==> src/rtl/can_pkg.sv <==
// Shared constants and types for the CAN receive framer: defaults, field widths
// and the read-side FSM state encoding.
package can_pkg;

    localparam logic [7:0] SOF_BYTE_DEF  = 8'hA5;
    localparam int         MAX_BYTES_DEF = 8;
    localparam int         CSUM_W        = 8;
    localparam int         LEN_W         = 4;

    typedef enum logic [2:0] {
        ST_IDLE,
        ST_SOF,
        ST_LEN,
        ST_DATA,
        ST_CSUM
    } rd_state_t;

endpackage

==> src/rtl/can_rx_bank.sv <==
// One ping-pong payload bank: byte storage plus the length, checksum and full
// flag captured when a packet commits; full clears when the reader releases it.
module can_rx_bank
    import can_pkg::*;
#(
    parameter int MAX_BYTES = MAX_BYTES_DEF,
    parameter int AW        = (MAX_BYTES > 1) ? $clog2(MAX_BYTES) : 1
) (
    input  logic              clk,
    input  logic              reset_n,
    input  logic              i_wr_en,
    input  logic [AW-1:0]     i_wr_addr,
    input  logic [7:0]        i_wr_data,
    input  logic              i_commit,
    input  logic [LEN_W-1:0]  i_commit_len,
    input  logic [CSUM_W-1:0] i_commit_csum,
    input  logic              i_release,
    input  logic [AW-1:0]     i_rd_addr,
    output logic [7:0]        o_rd_data,
    output logic [LEN_W-1:0]  o_len,
    output logic [CSUM_W-1:0] o_csum,
    output logic              o_full
);

    logic [7:0]        r_mem [MAX_BYTES];
    logic [LEN_W-1:0]  r_len;
    logic [CSUM_W-1:0] r_csum;
    logic              r_full;

    // Payload storage needs no reset: it is only read behind a set full flag.
    always_ff @(posedge clk) begin
        if (i_wr_en)
            r_mem[i_wr_addr] <= i_wr_data;
    end

    // Commit and release never target the same bank in one cycle: commit
    // requires the bank empty, release requires it full.
    always_ff @(posedge clk or negedge reset_n) begin
        if (!reset_n) begin
            r_full <= 1'b0;
            r_len  <= '0;
            r_csum <= '0;
        end else if (i_commit) begin
            r_full <= 1'b1;
            r_len  <= i_commit_len;
            r_csum <= i_commit_csum;
        end else if (i_release) begin
            r_full <= 1'b0;
        end
    end

    assign o_rd_data = r_mem[i_rd_addr];
    assign o_len     = r_len;
    assign o_csum    = r_csum;
    assign o_full    = r_full;

endmodule

==> src/rtl/can_rx_framer.sv <==
// Buffers received CAN payloads in two ping-pong banks and re-emits each one as
// an SOF / length / payload / checksum frame on a valid/ready byte stream.
module can_rx_framer
    import can_pkg::*;
#(
    parameter logic [7:0] SOF_BYTE  = SOF_BYTE_DEF,
    parameter int         MAX_BYTES = MAX_BYTES_DEF
) (
    input  logic       clk,
    input  logic       reset_n,
    input  logic       i_rx_valid,
    input  logic       i_rx_last,
    input  logic [7:0] i_rx_data,
    output logic       o_out_valid,
    input  logic       i_out_ready,
    output logic [7:0] o_out_data,
    output logic       o_out_last,
    output logic       o_overflow,
    output logic [7:0] o_drop_cnt
);

    localparam int IW = $clog2(MAX_BYTES + 1);
    localparam int AW = (MAX_BYTES > 1) ? $clog2(MAX_BYTES) : 1;

    logic              r_wr_bank;
    logic              r_rd_bank;
    logic [IW-1:0]     r_wr_idx;
    logic [IW-1:0]     r_rd_idx;
    logic [CSUM_W-1:0] r_wr_sum;
    logic              r_bad;
    logic              r_overflow;
    logic [7:0]        r_drop_cnt;
    rd_state_t         r_state;
    rd_state_t         w_state_nxt;

    logic [1:0]             w_full;
    logic [1:0]             w_wr_en;
    logic [1:0]             w_commit;
    logic [1:0]             w_release;
    logic [1:0][7:0]        w_rd_data;
    logic [1:0][LEN_W-1:0]  w_len;
    logic [1:0][CSUM_W-1:0] w_csum;

    logic              w_byte_ok;
    logic              w_store;
    logic              w_end;
    logic              w_commit_ok;
    logic              w_drop;
    logic              w_rel;
    logic [LEN_W-1:0]  w_pkt_len;
    logic [CSUM_W-1:0] w_pkt_sum;
    logic [LEN_W-1:0]  w_cur_len;

    for (genvar g = 0; g < 2; g++) begin : g_bank
        assign w_wr_en[g]   = w_store     && (r_wr_bank == 1'(g));
        assign w_commit[g]  = w_commit_ok && (r_wr_bank == 1'(g));
        assign w_release[g] = w_rel       && (r_rd_bank == 1'(g));

        can_rx_bank #(
            .MAX_BYTES (MAX_BYTES),
            .AW        (AW)
        ) u_bank (
            .clk           (clk),
            .reset_n       (reset_n),
            .i_wr_en       (w_wr_en[g]),
            .i_wr_addr     (r_wr_idx[AW-1:0]),
            .i_wr_data     (i_rx_data),
            .i_commit      (w_commit[g]),
            .i_commit_len  (w_pkt_len),
            .i_commit_csum (w_pkt_sum),
            .i_release     (w_release[g]),
            .i_rd_addr     (r_rd_idx[AW-1:0]),
            .o_rd_data     (w_rd_data[g]),
            .o_len         (w_len[g]),
            .o_csum        (w_csum[g]),
            .o_full        (w_full[g])
        );
    end

    // A byte that cannot be stored poisons the whole packet, including the
    // last byte itself, so a drop never leaves a partial frame behind.
    assign w_byte_ok   = !w_full[r_wr_bank] && (r_wr_idx < IW'(MAX_BYTES));
    assign w_store     = i_rx_valid && w_byte_ok;
    assign w_end       = i_rx_valid && i_rx_last;
    assign w_commit_ok = w_end && !r_bad && w_byte_ok;
    assign w_drop      = w_end && !w_commit_ok;
    assign w_pkt_len   = LEN_W'(r_wr_idx) + LEN_W'(1);
    assign w_pkt_sum   = r_wr_sum + i_rx_data + CSUM_W'(w_pkt_len);

    always_ff @(posedge clk or negedge reset_n) begin
        if (!reset_n) begin
            r_wr_bank  <= 1'b0;
            r_wr_idx   <= '0;
            r_wr_sum   <= '0;
            r_bad      <= 1'b0;
            r_overflow <= 1'b0;
            r_drop_cnt <= '0;
        end else begin
            if (w_end) begin
                r_wr_idx <= '0;
                r_wr_sum <= '0;
                r_bad    <= 1'b0;
                if (w_commit_ok)
                    r_wr_bank <= ~r_wr_bank;
            end else if (i_rx_valid) begin
                if (w_byte_ok) begin
                    r_wr_idx <= r_wr_idx + IW'(1);
                    r_wr_sum <= r_wr_sum + i_rx_data;
                end else begin
                    r_bad <= 1'b1;
                end
            end
            r_overflow <= w_drop;
            if (w_drop && (r_drop_cnt != 8'hFF))
                r_drop_cnt <= r_drop_cnt + 8'd1;
        end
    end

    assign o_overflow = r_overflow;
    assign o_drop_cnt = r_drop_cnt;

    assign w_rel     = (r_state == ST_CSUM) && i_out_ready;
    assign w_cur_len = w_len[r_rd_bank];

    always_ff @(posedge clk or negedge reset_n) begin
        if (!reset_n) begin
            r_state   <= ST_IDLE;
            r_rd_bank <= 1'b0;
            r_rd_idx  <= '0;
        end else begin
            r_state <= w_state_nxt;
            if (w_rel)
                r_rd_bank <= ~r_rd_bank;
            if ((r_state == ST_LEN) && i_out_ready)
                r_rd_idx <= '0;
            else if ((r_state == ST_DATA) && i_out_ready)
                r_rd_idx <= r_rd_idx + IW'(1);
        end
    end

    // Outputs decode straight from registered state, so they hold steady
    // through any stall and drop to zero the instant reset asserts.
    always_comb begin
        w_state_nxt = r_state;
        o_out_valid = 1'b0;
        o_out_data  = '0;
        o_out_last  = 1'b0;
        case (r_state)
            ST_IDLE: begin
                if (w_full[r_rd_bank])
                    w_state_nxt = ST_SOF;
            end
            ST_SOF: begin
                o_out_valid = 1'b1;
                o_out_data  = SOF_BYTE;
                if (i_out_ready)
                    w_state_nxt = ST_LEN;
            end
            ST_LEN: begin
                o_out_valid = 1'b1;
                o_out_data  = {{(8 - LEN_W){1'b0}}, w_cur_len};
                if (i_out_ready)
                    w_state_nxt = ST_DATA;
            end
            ST_DATA: begin
                o_out_valid = 1'b1;
                o_out_data  = w_rd_data[r_rd_bank];
                if (i_out_ready && (r_rd_idx == IW'(w_cur_len) - IW'(1)))
                    w_state_nxt = ST_CSUM;
            end
            ST_CSUM: begin
                o_out_valid = 1'b1;
                o_out_data  = w_csum[r_rd_bank];
                o_out_last  = 1'b1;
                if (i_out_ready)
                    w_state_nxt = ST_IDLE;
            end
            default: w_state_nxt = ST_IDLE;
        endcase
    end

endmodule

==> config.mk <==
export PLATFORM = sky130hd
export DESIGN_NAME = can_rx_framer
export DESIGN_NICKNAME = d
export VERILOG_FILES = /design/src/rtl/can_pkg.sv /design/src/rtl/can_rx_bank.sv /design/src/rtl/can_rx_framer.sv
export SDC_FILE = /design/constraint.sdc
export NUM_CORES = 1
export LEC_CHECK = 0
export BUFFER_PORTS_ARGS = -buffer_cell sky130_fd_sc_hd__buf_2
export CORE_ASPECT_RATIO = 0.7
export CORE_UTILIZATION = 51
export CTS_BUF_LIST = sky130_fd_sc_hd__clkbuf_8
export CTS_CLUSTER_SIZE = 24
export DETAILED_ROUTE_END_ITERATION = 8
export MAX_ROUTING_LAYER = met4
export PLACE_DENSITY_LB_ADDON = 0.25
export SLEW_MARGIN = 40
export SYNTH_ARGS = -nofsm -noshare
export SYNTH_HDL_FRONTEND = slang
export SYNTH_HIERARCHICAL = 1
export SYNTH_SLANG_ARGS = --single-unit
export TNS_END_PERCENT = 1
==> constraint.sdc <==
create_clock -name clk -period 3.15 [get_ports clk]
set_clock_uncertainty 0.05 [all_clocks]
set_input_delay 0.315 -clock clk [delete_from_list [all_inputs] [get_ports clk]]
set_output_delay 0.315 -clock clk [all_outputs]
set_load 0.05 [all_outputs]
==> results_dict.tcl <==
set metrics [dict create \
    relSlewSlack_pct 44.9 \
    timing.final.crit_share_pct 99.3 \
    clk_path_buf_depth 2 \
    ys_seq_area_share_pct 62.0 \
    coreArea_mm2 0.0163 \
    ys_seq_elements 185 \
    vias 4980 \
    hold_path.class "input pin to register" \
    wl_per_cell_um 21.6 \
    num_io_pins 32 \
    finalSetupViolations 0 \
    power.leakage_nw 3.66 \
    place_congestion 0.834 \
    htreeDepth 4 \
    cp_top_family "multiplexers" \
    hpwl_um 12900 \
    power.total_w 0.00848 \
    syn_nets 567 \
    layout-drive-gt1-share_pct 27.7 \
    grt_pass1_wl_um 27800 \
    synth_cell_types 56 \
    avgSynthCellArea_um2 15.8 \
    initial_utilization_pct 52.1 \
    syn-instance-count 537 \
    clk_pin_slew_ns 0.10 \
    synth.yosys.warnings 6 \
    grt-ovfl-total 0 \
    max_slew.worst_pin.slew_ns 0.820 \
    grt_use_total_pct 23.6 \
    cpMaxStageDelayCell "mux4_1" \
    powerDensity_mw_per_mm2 882 \
    crit_arrival_ns 2.76 \
    crit_chain "buf_12 -> buf_4 -> mux4_1 -> mux2_2 -> a221oi_1 -> o22ai_1 -> buf_2" \
    maxCapViolations 0 \
    nNetsFinal 643 \
    cts.sinks 185 \
    drtAntennaViolNets 0 \
    status "finished clean" \
    grt_pass1_vias 4786 \
    die_h_um 110 \
    path_max_fanout 5 \
    drtPass1Iterations 5 \
    drt_wl_total_um 18300 \
    cp-end-kind "output pin" \
    num_rows 39 \
    die-area_mm2 0.0172 \
    cts_tree "built" \
    antenna_found_initial 0 \
    crit_buf_inv 3 \
    synth_edf_count 128 \
    clock_latency_ns 0.47 \
    rsz0062_at_grt "true" \
    drtIter0Drc 446 \
    ir_worst_vdd_v 0.000552 \
    dp_slack_ns 0.119 \
    setup.worst_path.start_class "register" \
    syn_area_mm2 0.00849 \
    cpPeakStageDelay_ns 0.57 \
    worst_slack_ns 0.0230 \
    diodes 0 \
    grt_start_max_net_pins 52 \
    async_reset_ff_share_pct 30.8 \
    area_growth_pct 13.2 \
    cp.required_ns 2.78 \
    cts_root_buf "clkbuf_8" \
    io_buffers 31 \
    cts_made_buffers 17 \
    ys_dominant_reg_cell "edfxtp_1" \
    route.detailed.drc 0 \
    timing.final.crit_period_ns 3.13 \
    viasPerCell 5.86 \
    critical_path_class "register to output pin" \
    hold_viol 0 \
    die_w_um 156 \
    slew_violations 0 \
    fmaxAchievable_mhz 320 \
]
[power breakdown]
part / internal, W / total [W] / switching, W
Sequential: 0.00292 / 0.00322 / 0.000300
Combinational: 0.00157 / 0.00367 / 0.00210
Clock: 0.000661 / 0.00158 / 0.000921
Total: 0.00515 / 0.00848 / 0.00332
[registers in the layout, summed over array words and instances, names as in the netlist]
register,flops
r_bad,1
g_bank.u_bank/o_csum,16
g_bank.u_bank/o_full,2
r_wr_idx,4
r_wr_bank,1
o_drop_cnt,8
r_rd_bank,1
r_wr_sum,8
g_bank.u_bank/r_mem,128
g_bank.u_bank/o_len,8
r_rd_idx,4
o_overflow,1
r_state,3
[logic make-up (layout without fill, tap and decap cells)]
family                     count (synthesis)  after routing  share of synthesized area [%]
xor gates and xnor gates                  25             25                           2.74
adders and majority gates                 17             17                           2.68
muxes                                     95             95                           18.0
buffers and inverters                     37            125                           2.30
and+or+nand+nor                          114            114                           6.64
AOI/OAI and AO/OA                         64             64                           5.64
DFF                                      185            185                           62.0
[placed cells by master, fill, tap and decap left out, types with 3 or more instances in the layout]
| cell type | synthesis | routed |
|---|---|---|
| inv_6 | 0 | 6 |
| dfrtp_1 | 57 | 56 |
| a211oi_1 | 3 | 3 |
| inv_1 | 16 | 16 |
| nand2_1 | 27 | 27 |
| nor2b_1 | 5 | 5 |
| mux2i_1 | 17 | 12 |
| nand2b_1 | 10 | 10 |
| clkinv_4 | 0 | 3 |
| o22ai_1 | 3 | 3 |
| nor3_1 | 11 | 11 |
| xor2_1 | 8 | 8 |
| a22o_1 | 6 | 6 |
| a221oi_1 | 3 | 3 |
| buf_12 | 2 | 3 |
| mux4_1 | 30 | 29 |
| and3_1 | 3 | 3 |
| xnor2_1 | 16 | 16 |
| inv_8 | 0 | 4 |
| nand3_1 | 10 | 10 |
| a21oi_1 | 9 | 9 |
| a21o_1 | 5 | 5 |
| buf_2 | 4 | 28 |
| edfxtp_1 | 128 | 128 |
| o21ai_0 | 21 | 21 |
| mux2_2 | 45 | 45 |
| ha_1 | 15 | 15 |
| clkbuf_8 | 0 | 17 |
| mux2i_2 | 0 | 4 |
| nor3b_1 | 6 | 6 |
| nor2_1 | 34 | 34 |
| buf_4 | 1 | 42 |
| mux4_2 | 2 | 3 |
[area by class of cell]
class | count | area (um2)
flip-flops and latches | 185 | 5270
multi-input cells | 315 | 3050
clock inverters | 14 | 154
fillers | 1251 | 6680
clock buffers | 17 | 234
repair buffers | 76 | 552
inverters | 18 | 67.6
well taps | 225 | 282
[Yosys cell counts (all sizes together), types with 2 or more instances]
library cell / instances / share of area [%]
a21oi: 9 / 0.53
dfrtp: 57 / 17
ha: 15 / 2.2
nor3: 12 / 0.77
a31oi: 2 / 0.32
a2111oi: 2 / 0.35
xnor2: 16 / 1.6
fa: 2 / 0.47
or4: 2 / 0.22
nand2: 27 / 1.2
a221oi: 3 / 0.31
mux2: 46 / 6.1
nor3b: 6 / 0.53
nor2b: 5 / 0.37
o22ai: 3 / 0.22
xor2: 8 / 0.82
inv: 18 / 0.80
nand2b: 10 / 0.74
a211oi: 4 / 0.41
nand3: 11 / 0.71
buf: 13 / 1.2
a21o: 5 / 0.44
a22o: 6 / 0.62
o21ai: 21 / 1.2
nor2: 34 / 1.5
edfxtp: 128 / 45
and3: 3 / 0.22
mux4: 32 / 9.8
mux2i: 17 / 2.0
clkbuf: 6 / 0.27
[per-layer routing]
layer	GRT usage (%)	wire, um
met1	35.0	9170
met2	32.2	7890
met3	5.24	1010
met4	7.63	249
met5	-	0
[per-stage QoR]
step                      std cells  area, um2  utilization, %  hold slack, ns  TNS (ns)
after floorplan                 537       8490               -         -0.0306         0
final                           850       9620            59.0          0.0726         0
after global placement          813       9110            55.9           0.436         0
after detailed placement        813       9110            55.9           0.337         0
after global routing            850       9620            59.0          0.0496    -0.247
after CTS                       848       9550            58.6          0.0423   -0.0155
[worst reg2reg max path, delay by kind of cell, from the launching register on]
kind                       cells  cell delay (ns)
xor gates and xnor gates       2             0.54
AOI/OAI and AO/OA              2             0.41
adders and majority gates      3             1.00
and+or+nand+nor                1             0.19
DFF                            1             0.41
muxes                          1             0.28
[timing repair]
action / CTS / global route
endpoints found under the hold margin: 50 / 0
buffers inserted: 3 / 2
hold buffers: 1 / 0
gates resized for setup: 5 / 9
endpoints found under the setup margin: 8 / 7
[final timing paths]
kind	depth (start not counted)	end	slack, ns	from
max in group asynchronous	3	r_wr_idx[2]$_DFFE_PN0P_	2.09	reset_n
worst max-delay path	7	o_out_data[2]	0.02	r_rd_idx[0]$_DFFE_PN0P_
worst max register to register	9	g_bank[1].u_bank/o_csum[7]$_DFFE_PN0P_	0.14	r_wr_sum[0]$_DFFE_PN0P_
worst min-delay path	2	r_state[2]$_DFFE_PN0P_	0.07	i_out_ready
min in group asynchronous	2	r_state[1]$_DFFE_PN0P_	0.35	reset_n
worst min register to register	1	g_bank[1].u_bank/o_csum[4]$_DFFE_PN0P_	0.46	g_bank[1].u_bank/o_csum[4]$_DFFE_PN0P_
No activity file was read; power rests on OpenSTA's default activity.
